**src/rtl/noc_pkg.sv**
```systemverilog
// Shared NoC definitions: output-port codes, one-hot arbiter requests, flit types.
package noc_pkg;

   localparam int unsigned PORT_W = 3;
   localparam int unsigned REQ_W  = 5;

   // Encoded output ports
   localparam logic [PORT_W-1:0] PORT_NONE  = 3'd0;
   localparam logic [PORT_W-1:0] PORT_LOCAL = 3'd1;
   localparam logic [PORT_W-1:0] PORT_NORTH = 3'd2;
   localparam logic [PORT_W-1:0] PORT_SOUTH = 3'd3;
   localparam logic [PORT_W-1:0] PORT_EAST  = 3'd4;
   localparam logic [PORT_W-1:0] PORT_WEST  = 3'd5;

   // One-hot requests, bits high to low west/east/south/north/local
   localparam logic [REQ_W-1:0] REQ_NONE  = 5'b00000;
   localparam logic [REQ_W-1:0] REQ_LOCAL = 5'b00001;
   localparam logic [REQ_W-1:0] REQ_NORTH = 5'b00010;
   localparam logic [REQ_W-1:0] REQ_SOUTH = 5'b00100;
   localparam logic [REQ_W-1:0] REQ_EAST  = 5'b01000;
   localparam logic [REQ_W-1:0] REQ_WEST  = 5'b10000;

   typedef enum logic [1:0] {
      FT_BODY   = 2'b00,
      FT_HEAD   = 2'b01,
      FT_TAIL   = 2'b10,
      FT_SINGLE = 2'b11
   } flit_type_e;

   // Map an encoded port to its one-hot arbiter request
   function automatic logic [REQ_W-1:0] port_onehot(input logic [PORT_W-1:0] p);
      logic [REQ_W-1:0] r;
      r = REQ_NONE;
      case (p)
         PORT_LOCAL: r = REQ_LOCAL;
         PORT_NORTH: r = REQ_NORTH;
         PORT_SOUTH: r = REQ_SOUTH;
         PORT_EAST:  r = REQ_EAST;
         PORT_WEST:  r = REQ_WEST;
         default:    r = REQ_NONE;
      endcase
      return r;
   endfunction

endpackage

```
**src/rtl/route_decode.sv**
```systemverilog
// Combinational dimension-order route decision.
// Ports: x_addr_i/y_addr_i destination coordinates; port_c encoded output port.
module route_decode
   import noc_pkg::*;
#(
   parameter int unsigned X_ADDR_W     = 8,
   parameter int unsigned Y_ADDR_W     = 8,
   parameter int unsigned X_COORDINATE = 0,
   parameter int unsigned Y_COORDINATE = 0,
   parameter int unsigned ROUTE_MODE   = 0
) (
   input  logic [X_ADDR_W-1:0] x_addr_i,
   input  logic [Y_ADDR_W-1:0] y_addr_i,
   output logic [PORT_W-1:0]   port_c
);

   localparam logic [X_ADDR_W-1:0] MY_X = X_ADDR_W'(X_COORDINATE);
   localparam logic [Y_ADDR_W-1:0] MY_Y = Y_ADDR_W'(Y_COORDINATE);

   logic [PORT_W-1:0] x_port_c;
   logic [PORT_W-1:0] y_port_c;

   // Per-dimension decision; PORT_NONE means that dimension is resolved
   always_comb begin
      x_port_c = PORT_NONE;
      y_port_c = PORT_NONE;
      if (x_addr_i > MY_X)      x_port_c = PORT_EAST;
      else if (x_addr_i < MY_X) x_port_c = PORT_WEST;
      if (y_addr_i > MY_Y)      y_port_c = PORT_NORTH;
      else if (y_addr_i < MY_Y) y_port_c = PORT_SOUTH;
   end

   // Resolve the first dimension, then the second, then deliver locally
   always_comb begin
      port_c = PORT_LOCAL;
      if (ROUTE_MODE == 0) begin
         if (x_port_c != PORT_NONE)      port_c = x_port_c;
         else if (y_port_c != PORT_NONE) port_c = y_port_c;
      end else begin
         if (y_port_c != PORT_NONE)      port_c = y_port_c;
         else if (x_port_c != PORT_NONE) port_c = x_port_c;
      end
   end

endmodule

```
**src/rtl/route_compute_unit.sv**
```systemverilog
// Route-compute stage: routes head/single flits, carries the route through
// the packet, registers one flit with a ready/valid handshake, counts
// framing errors.
// Ports: clk/rst; in_flit/in_valid/in_ready upstream; out_flit/out_valid/
// out_ready downstream; request_vector/destination_port route of the held
// flit; err_count saturating framing-error count.
module route_compute_unit
   import noc_pkg::*;
#(
   parameter int unsigned X_ADDR_W     = 8,
   parameter int unsigned Y_ADDR_W     = 8,
   parameter int unsigned X_COORDINATE = 0,
   parameter int unsigned Y_COORDINATE = 0,
   parameter int unsigned FLIT_W       = 32,
   parameter int unsigned ROUTE_MODE   = 0
) (
   input  logic              clk,
   input  logic              rst,
   input  logic [FLIT_W-1:0] in_flit,
   input  logic              in_valid,
   output logic              in_ready,
   output logic [FLIT_W-1:0] out_flit,
   output logic              out_valid,
   input  logic              out_ready,
   output logic [4:0]        request_vector,
   output logic [2:0]        destination_port,
   output logic [7:0]        err_count
);

   typedef enum logic {S_IDLE = 1'b0, S_PKT = 1'b1} state_e;

   state_e            state_q;
   logic [PORT_W-1:0] route_q;
   logic [FLIT_W-1:0] out_flit_q;
   logic              out_valid_q;
   logic [PORT_W-1:0] dest_q;
   logic [REQ_W-1:0]  req_q;
   logic [7:0]        err_q;

   logic              accept_c;
   flit_type_e        ftype_c;
   logic [PORT_W-1:0] new_port_c;

   route_decode #(
      .X_ADDR_W     (X_ADDR_W),
      .Y_ADDR_W     (Y_ADDR_W),
      .X_COORDINATE (X_COORDINATE),
      .Y_COORDINATE (Y_COORDINATE),
      .ROUTE_MODE   (ROUTE_MODE)
   ) u_route_decode (
      .x_addr_i (in_flit[X_ADDR_W-1:0]),
      .y_addr_i (in_flit[X_ADDR_W+Y_ADDR_W-1:X_ADDR_W]),
      .port_c   (new_port_c)
   );

   assign in_ready = !out_valid_q || out_ready;
   assign accept_c = in_valid && in_ready;
   assign ftype_c  = flit_type_e'(in_flit[FLIT_W-1:FLIT_W-2]);

   // Packet FSM, output register and error counter
   always_ff @(posedge clk or posedge rst) begin
      if (rst) begin
         state_q     <= S_IDLE;
         route_q     <= PORT_NONE;
         out_flit_q  <= '0;
         out_valid_q <= 1'b0;
         dest_q      <= PORT_NONE;
         req_q       <= REQ_NONE;
         err_q       <= 8'd0;
      end else begin
         // Held flit leaves; overridden below if a new flit loads
         if (out_ready) begin
            out_valid_q <= 1'b0;
            dest_q      <= PORT_NONE;
            req_q       <= REQ_NONE;
         end
         if (accept_c) begin
            if (state_q == S_IDLE) begin
               if (ftype_c == FT_HEAD || ftype_c == FT_SINGLE) begin
                  route_q     <= new_port_c;
                  out_flit_q  <= in_flit;
                  out_valid_q <= 1'b1;
                  dest_q      <= new_port_c;
                  req_q       <= port_onehot(new_port_c);
                  if (ftype_c == FT_HEAD) state_q <= S_PKT;
               end else if (err_q != 8'hFF) begin
                  // Orphan body/tail is dropped
                  err_q <= err_q + 8'd1;
               end
            end else begin
               // Everything inside a packet follows the latched route
               out_flit_q  <= in_flit;
               out_valid_q <= 1'b1;
               dest_q      <= route_q;
               req_q       <= port_onehot(route_q);
               if (ftype_c == FT_TAIL) state_q <= S_IDLE;
               if ((ftype_c == FT_HEAD || ftype_c == FT_SINGLE) && err_q != 8'hFF)
                  err_q <= err_q + 8'd1;
            end
         end
      end
   end

   assign out_flit         = out_flit_q;
   assign out_valid        = out_valid_q;
   assign request_vector   = req_q;
   assign destination_port = dest_q;
   assign err_count        = err_q;

endmodule
```
**config.mk**
```make
export PLATFORM = sky130hd
export DESIGN_NAME = route_compute_unit
export DESIGN_NICKNAME = d
export VERILOG_FILES = /design/src/rtl/noc_pkg.sv /design/src/rtl/route_decode.sv /design/src/rtl/route_compute_unit.sv
export SDC_FILE = /design/constraint.sdc
export NUM_CORES = 1
export LEC_CHECK = 0
export CELL_PAD_IN_SITES_DETAIL_PLACEMENT = 2
export CELL_PAD_IN_SITES_GLOBAL_PLACEMENT = 2
export CORE_MARGIN = 5
export CORE_UTILIZATION = 30
export CTS_CLUSTER_SIZE = 16
export DETAILED_ROUTE_END_ITERATION = 12
export PLACE_DENSITY = 0.84
export SETUP_SLACK_MARGIN = 0.3
export SLEW_MARGIN = 20
export SYNTH_ARGS = -nofsm -noshare
export SYNTH_HDL_FRONTEND = slang
export SYNTH_SLANG_ARGS = --single-unit
```
**constraint.sdc**
```tcl
create_clock -name clk -period 4.6 [get_ports clk]
set_clock_uncertainty 0.05 [all_clocks]
set_input_delay 0.92 -clock clk [delete_from_list [all_inputs] [get_ports clk]]
set_output_delay 0.92 -clock clk [all_outputs]
set_load 0.01 [all_outputs]
```
=== Word-level counts from Yosys, hierarchy flattened ===
Index checks and enable logic that the tools add are counted.

* Word-level logic and storage cells: 71
* Input port bits: 36
* Register bits after elaboration: 53
* Output and inout bits: 50

* Equal/unequal tests: 16
* Bitwise logic cells: 1
* Reduce and logical (&&, ||, !) cells: 12
* $lt $le $gt $ge: 4
* Add/subtract/negate cells: 1
* Mux-type cells: 30

{| class="wikitable"
|+ Operator list
! operator !! count
|-
| $mux W32 || 2
|-
| $pmux W5 S5 || 2
|-
| $mux W8 || 4
|-
| $mux W3 || 9
|-
| $mux W5 || 4
|-
| $gt A8 B1 Y1 const B || 2
|-
| $lt A8 B1 Y1 const B || 2
|-
| $eq A3 B2 Y1 const B || 4
|-
| $eq A3 B3 Y1 const B || 4
|-
| $add A8 B1 Y8 const B || 1
|-
| $mux W1 || 8
|-
| $ne A8 B8 Y1 const B || 1
|-
| $eq A3 B1 Y1 const B || 2
|-
| $reduce_bool A3 Y1 || 2
|-
| $eq A2 B2 Y1 const B || 2
|-
| $reduce_and A4 Y1 || 1
|-
| $reduce_bool A2 Y1 || 2
|-
| $reduce_and A3 Y1 || 1
|-
| $eq A2 B1 Y1 const B || 1
|-
| $logic_and A1 B1 Y1 || 2
|-
| $logic_or A1 B1 Y1 || 2
|-
| $mux W2 || 1
|-
| $ne A2 B1 Y1 const B || 1
|-
| $ne A2 B2 Y1 const B || 1
|-
| 3 further kinds || 3
|}

=== Depth between registers and ports, before layout ===
* Depth in word-level cells: 11
* Depth in mapped cells: 6
* Gate-level depth less buffers: 4

=== Modules after synthesis ===
A second synthesis with hierarchy kept.

* Cell total of the unflattened synthesis: 179
* Area total of the unflattened synthesis: 2323.5 um^2

{| class="wikitable"
|+ Modules (own cells, without submodules)
! module !! sequential area each (um^2) !! instances !! area an instance (um^2) !! cells an instance
|-
| route_compute_unit || 1326.3 || 1 || 2272.2 || 172
|-
| route_decode || 0.0 || 1 || 51.3 || 7
|}

=== Least setup slack after synthesis ===
Ideal clock, no wire load.

* Path type: input -> output
* Start: input out_ready
* End: output in_ready
* Cell stages on the path: 2
* Buffers on the path: 1
* Data arrival time: 1200 ps
* Slack: 2430 ps
* Data required time: 3630 ps
* Cell sequence: nand2b_1 -> buf_4

* Word-level cells in the longest chain between the ends: 1

{| class="wikitable"
|+ Ends and longest elaborated chain
! item !! line !! RTL
|-
| start, declared || route_compute_unit.sv:24 || <nowiki>input logic out_ready,</nowiki>
|-
| $logic_or A1 B1 Y1 || route_compute_unit.sv:56 || <nowiki>assign in_ready = !out_valid_q || out_ready;</nowiki>
|-
| end, declared || route_compute_unit.sv:21 || <nowiki>output logic in_ready,</nowiki>
|}

No other way between the ends.

=== Final worst setup path ===
Same ends and word-level chain as after synthesis.

==> out/results.txt <==
The post-route netlist has 20.1% of its cells at a drive strength greater than 1. The tools report the via count of the first global-routing pass as 1924. Global routing consumed, over all layers together, 13.3% of the routing resources. The area growth from synthesis to layout is 45.5%.

Post-synthesis async set-or-reset flop share: 100%. After detailed routing, the number of remaining DRC violations is 0. The average instance in the mapped netlist occupies 14.1 um2. For the number of antenna repair diodes, the log shows 0. At the worst endpoint, the required time is 3.63 ns. The via count normalized by instance count is 4.66, and the total I/O pin count is 86. The power density of the placed cells was 418 nW/um2; the number of standard cells in the final layout excluding fillers was 348. Across the whole layout, storage elements account for 1330 um2. The count of buffers from port buffering came out at 85. Among all flip-flop cells after synthesis, the most frequent one is dfrtp_1. For the final routed database, the setup TNS stands at 0 ns.

The number of warnings printed during yosys synthesis was 0; the static leakage power was 1.36 nW. The final critical-path required period is 3.33 ns. The worst setup path is captured at an output port. The top cell type's share of synthesized area works out to 58.6%.

By count the netlist is led by 53 x dfrtp_1, 31 x mux2_2, 7 x nand2_1, 7 x xor2_1, 5 x nor4_1. In this run the tightest slew margin relative to its limit is 30.7%. Prior to clock tree synthesis, the placed netlist has a worst setup slack of 1.27 ns. The number of clock buffers inserted by TritonCTS was 5. The data arrival time of the critical path is 2.36 ns. The number of failing hold endpoints at the final stage came out at 0.

For this block, the via count after detailed routing is 1620. Setup violations remaining at the end of the flow were counted as 0. Nature of the critical path startpoint: an input port. Worst-margin pin slew: 1.04 ns.

Across the run, the number of max-cap violations was 0. Setup slack on the critical path of the routed design comes to 1.27 ns. The final critical-path share of the clock period works out to 72.4%. Counting along the longest clock path gives a buffer depth of 2.

The worst hold path terminates at request_vector[4]$_DFF_PP0_. For the worst flop-to-flop path, the logic depth is 2. The filler cells instantiated in the layout total 758. At the end of the flow, the number of nets in the layout was 285.

For this run, the detailed router's first-pass iteration total came to 3. The number of nets produced by synthesis is 198. The number of cells traversed by the worst hold path was 1.

The first global-routing pass estimated 10200 um of wire. By area the synthesized netlist is led by dfrtp_1 59%, mux2_2 15%, xor2_1 2.7%, buf_6 2.0%, nor4_1 1.4%. Setup repair after global routing left no endpoint under its margin. The H-tree was split into 2 levels. Once detailed placement completed, the half-perimeter wirelength came to 4680 um. The worst supply voltage drop on vdd is 0.000155 V, and the count of standard-cell rows is 31. Entering global routing, the biggest net connects 33 pins. The number of cells upsized or downsized after cts was 0; the flop and latch count out of synthesis was 53. The unique cell type count in the Yosys netlist came out at 34. The floorplan core area came out at 7290 um2.

In this run the worst hold path is classified as reg2reg. The number of clock sinks seen by CTS was 53; the minimum setup slack among reg-to-reg paths was 2.62 ns. The worst hold path begins at request_vector[4]$_DFF_PP0_.

The root buffer selected by CTS was clkbuf_8. Measured along the y axis, the die boundary spans 96.8 um. The run gives 31.0% as the starting utilization of the core area. For the fmax, the log shows 300 MHz. The reg-to-reg endpoint was out_flit[18]$_DFFE_PP0P_. For this block, the initial DRC count from the detailed router was 19. Summing every instance area after synthesis gives 2260 um2. TritonCTS built the clock tree. Cells fill 45.1% of the core in the end. The clock reaches the later pin of the worst-skew pair after 0.30 ns. The tools report the residual overflow from global routing as 0. Yosys mapped a number of flops with a built-in enable equal to 0. Summing all multi-input logic gate instances after layout gives 875 um2. The clock-pin slew reported for the worst setup and hold paths after clock tree synthesis was 0.10 ns. The detail route stage leaves a number of antenna-violating nets equal to 0. The worst register-to-register path begins at state_q$_DFFE_PP0P_. The run finished with clean final reports. Total die area: 9380 um2.

In the synthesized netlist, the number of instances is 161. At the end of routability-driven placement, the weighted congestion stood at 0.732. After detailed routing, the average wire length per cell comes to 17.3 um.

Count of hold-fix buffers inserted at cts: 0. The floorplan step set the die width to 96.8 um. Once the clock tree was built, the setup fixing pass inserted 0 buffers. The number of antenna violations at the first check in global routing was 0; the number of placed instances with taps included was 340.

Sequential cells were found to cover 58.6% of the synthesized design area. Along the worst path, the maximum fanout reaches 9. The critical path in this run is classified as in2out. The largest total area in the synthesized netlist belongs to dfrtp_1.

Routed wire length: 6030 um. Among all cell types in the netlist, the one instantiated most often is dfrtp_1. Total count of max-transition violations in the final report: 0.
[sequential cells by signal, indices dropped and copies added (netlist names)]
register / flops
request_vector: 5
out_valid: 1
out_flit: 32
err_count: 8
destination_port: 3
route_q: 3
state_q: 1
[cell families (layout without fill, tap and decap cells)]
family                   Yosys count  count (layout)  share of synthesized area [%]
flip-flops                        53              53                           58.6
AND/OR/NAND/NOR                   41              41                           12.6
multiplexers                      33              33                           16.6
AO/OA/AOI/OAI                     17              17                           5.86
buffers and inverters              9              97                           3.04
XOR/XNOR                           7               7                           2.71
adder cells (fa/ha/maj)            1               1                          0.553
[worst max-delay path, stage by stage]
cell and delay [ns]:
clkdlybuf4s50_1 0.47, nand2b_1 0.34, clkdlybuf4s50_1 0.62
[area by class of cell]
class | count | share of cell area [%]
Sequential cell | 53 | 40.3
Multi-Input combinational cell | 99 | 26.6
Timing Repair Buffer | 86 | 26.1
Tap cell | 99 | 3.76
Clock buffer | 6 | 2.51
Clock inverter | 2 | 0.418
Inverter | 3 | 0.342
[power breakdown]
| group | total [mW] | switching, mW | internal (mW) |
|---|---|---|---|
| registers | 0.638 | 0.0762 | 0.562 |
| clock network | 0.276 | 0.154 | 0.122 |
| logic | 0.459 | 0.179 | 0.281 |
| total | 1.37 | 0.409 | 0.965 |
[cells in the final DEF, fill, tap and decap left out, types with 3 or more instances in the layout]
cell / n
clkdlybuf4s50_1: 85
dfrtp_1: 53
mux2_2: 31
nand2_1: 7
xor2_1: 7
clkbuf_8: 6
nor4_1: 5
nand3_1: 4
nor3b_1: 4
nor2_1: 4
a21oi_1: 4
nand2b_1: 3
nor3_1: 3
a221o_1: 3
o2bb2ai_1: 3
[metal layers]
| metal | vias up | part of all wire, % | track usage (%) |
|---|---|---|---|
| met1 | 814 | 39 | 14.8 |
| met4 | 0 | 0.86 | 2.92 |
| met2 | 48 | 54 | 24.1 |
| met5 | - | 0 | 0 |
| met3 | 5 | 6.0 | 4.75 |
| li1 | 753 | - | - |
[how the worst max path moves through the flow]
stage	start	to	cells after the start
floorplan	rst	destination_port[0]$_DFF_PP0_	1
global placement	out_ready	in_ready	3
detailed placement	out_ready	in_ready	3
CTS	out_ready	in_ready	3
global route	out_ready	in_ready	3
finish	out_ready	in_ready	3
[per-stage QoR]
step / total power, mW / hold WS [ns] / instance area (um2)
global placement: 1.10 / 0.422 / 3190
detailed placement: 1.12 / 0.427 / 3190
floorplan: 0.837 / 0.466 / 2260
CTS: 1.40 / 0.452 / 3290
global route: 1.46 / 0.470 / 3290
finish: 1.37 / 0.448 / 3290
Note: power is estimated with default switching activity, not from simulation.
==> RTL change (config.mk and constraints unchanged) <==
Register the output `err_count` once more, without a reset; this adds one clock of latency there. The other outputs are not delayed to match.
--- a/src/rtl/route_compute_unit.sv
+++ b/src/rtl/route_compute_unit.sv
@@ -105,6 +105,8 @@
    assign out_valid        = out_valid_q;
    assign request_vector   = req_q;
    assign destination_port = dest_q;
-   assign err_count        = err_q;
+   always_ff @(posedge clk) begin
+      err_count <= err_q;
+   end
 
 endmodule
Formal check against the unedited RTL: not equivalent (Yosys sat finds a counterexample within 4 cycles, from zero or initial values and one cycle with rst high).
==> RTL change against the original RTL <==
  * Total power increased by 23%
  * Area after synthesis increased by 7.4%
  * First-iteration DRC count increased by 47%
  * Maximum frequency increased by 1.8%
  * Worst setup slack improved by 0.057 ns
  * Cell area increased by 8.1%
  * Routed wire length increased by 1.1%
  * Sequential cell count increased by 8
  * Highest routed layer unchanged
==> RTL change: results (changes against the original RTL) <==
Outcome
  • Status: completed

Critical path
  • CP max FO: 8 (-1)
  • CP arrival: 2.30 ns (-0.06 ns)
  • R2R setup slack: 2.66 ns (+0.04 ns)
  • FF-to-FF End: out_flit[24]$_DFFE_PP0P_

Placement
  • DP Area: 3344 um2 (+4.7%)
  • Dpl ws: 1.326 ns (+0.05983 ns)
  • Gpl congestion: 0.7049 (-3.7%)
  • DPL Wire Length: 4490 um (-4.1%)
  • Port buffer count: 85 (unchanged)

Global route
  • All-layer global routing usage: 12.81% (-0.46 points)
  • Global-route wire length before repair: 9915 um (-2.6%)
  • Pin count of the biggest net entering global routing: 54 (+64%)
  • Global Route met1 Usage: 15.39% (+0.56 points)
  • Vias in the first global route: 1955 (+1.6%)
  • Met3 usage: 4.378% (-0.37 points)
  • GR Layer Usage met2: 20.57% (-3.5 points)

Synthesis
  • Compound-Gate Fraction of Synth Area: 5.976% (+0.11 points)
  • Synth cell types: 37 (+8.8%)
  • Top cells by count, synth: dfrtp_1, mux2_2, mux2_1
  • Synth top area cells: dfrtp_1, mux2_2, dfxtp_1
  • Post-synthesis adder-cell area fraction: 0.5152% (-0.038 points)
  • Syn Nets: 204 (+3.0%)
  • Synth async-reset ratio: 86.89% (-13 points)
  • Xor and xnor area share after synthesis: 3.194% (+0.48 points)
  • Proportion of synthesized area in mux cells: 14.99% (-1.6 points)
  • Register area share after synthesis: 61.21% (+2.6 points)

Drt
  • Via count: 1674 (+3.3%)
  • Drt pass-1 iters: 4 (+1)
  • Met3 wire len: 519 um (+45%)
  • Routed met2 length: 2867 um (-11%)
  • Final wirelength: 6097 um (+1.1%)
  • Iter 0 DRT Violations: 28 (+9)

Clocking
  • Clk pin slew, worst setup/hold paths: 0.07 ns (-0.03 ns)
  • CTS H-tree lvls: 3 (+1)
  • CTS root buffer: clkbuf_8
  • Worst skew pair latency: 0.33 ns (+0.03 ns)
  • CTS Buf Count: 9 (+4)

Power and ir drop
  • Worst vdd rail ir drop: 0.1934 mV (+24%)

Worst hold path
  • HP Start: err_q[5]$_DFFE_PP0P_
  • Worst hold path depth: 0 (-1)
  • Worst hold endpoint: err_count[5]$_DFF_P_

Timing
  • Final period util: 71.12% (-1.2 points)
  • Hold Slack: 0.3734 ns (-0.07447 ns)
  • Worst rel slew slack: 32.06% (+1.4 points)

Cells and area
  • Share of cells above drive strength 1: 18.01% (-2.1 points)
  • Final #Nets: 293 (+2.8%)
RTL change: cell types whose count changed after synthesis, sizes merged, moves of 2 or more:
cell and delta:
o21ai +2, dfxtp +8, nor4 -2, a22o -2, a21oi -2, nand3 -2, a221o +3
RTL change: area by class of cell:
| type | count | area, um2 |
|---|---|---|
| fill | 770 | 4252 |
| timing repair buffer | 85 | 850.8 |
| sequential | 61 | 1486 |
| tap | 102 | 127.6 |
| clock buffer | 13 | 168.9 |
| clock inverter | 3 | 42.54 |
| inverter | 2 | 10.01 |
| multi-input combinational | 97 | 869.6 |
RTL change: report_power, final:
| group | internal, uW | switching, uW |
|---|---|---|
| Combinational | 276 | 179 |
| Clock | 294 | 204 |
| Sequential | 658 | 84.2 |
| Total | 1230 | 468 |
RTL change: through the flow:
step / total power [uW] / util [%] / std cells
global placement: 1199 / 42.80 / 347
CTS: 1733 / 45.54 / 363
finish: 1696 / 45.54 / 363
detailed placement: 1224 / 42.84 / 347
floorplan: 946.6 / - / 167
global route: 1803 / 45.54 / 363
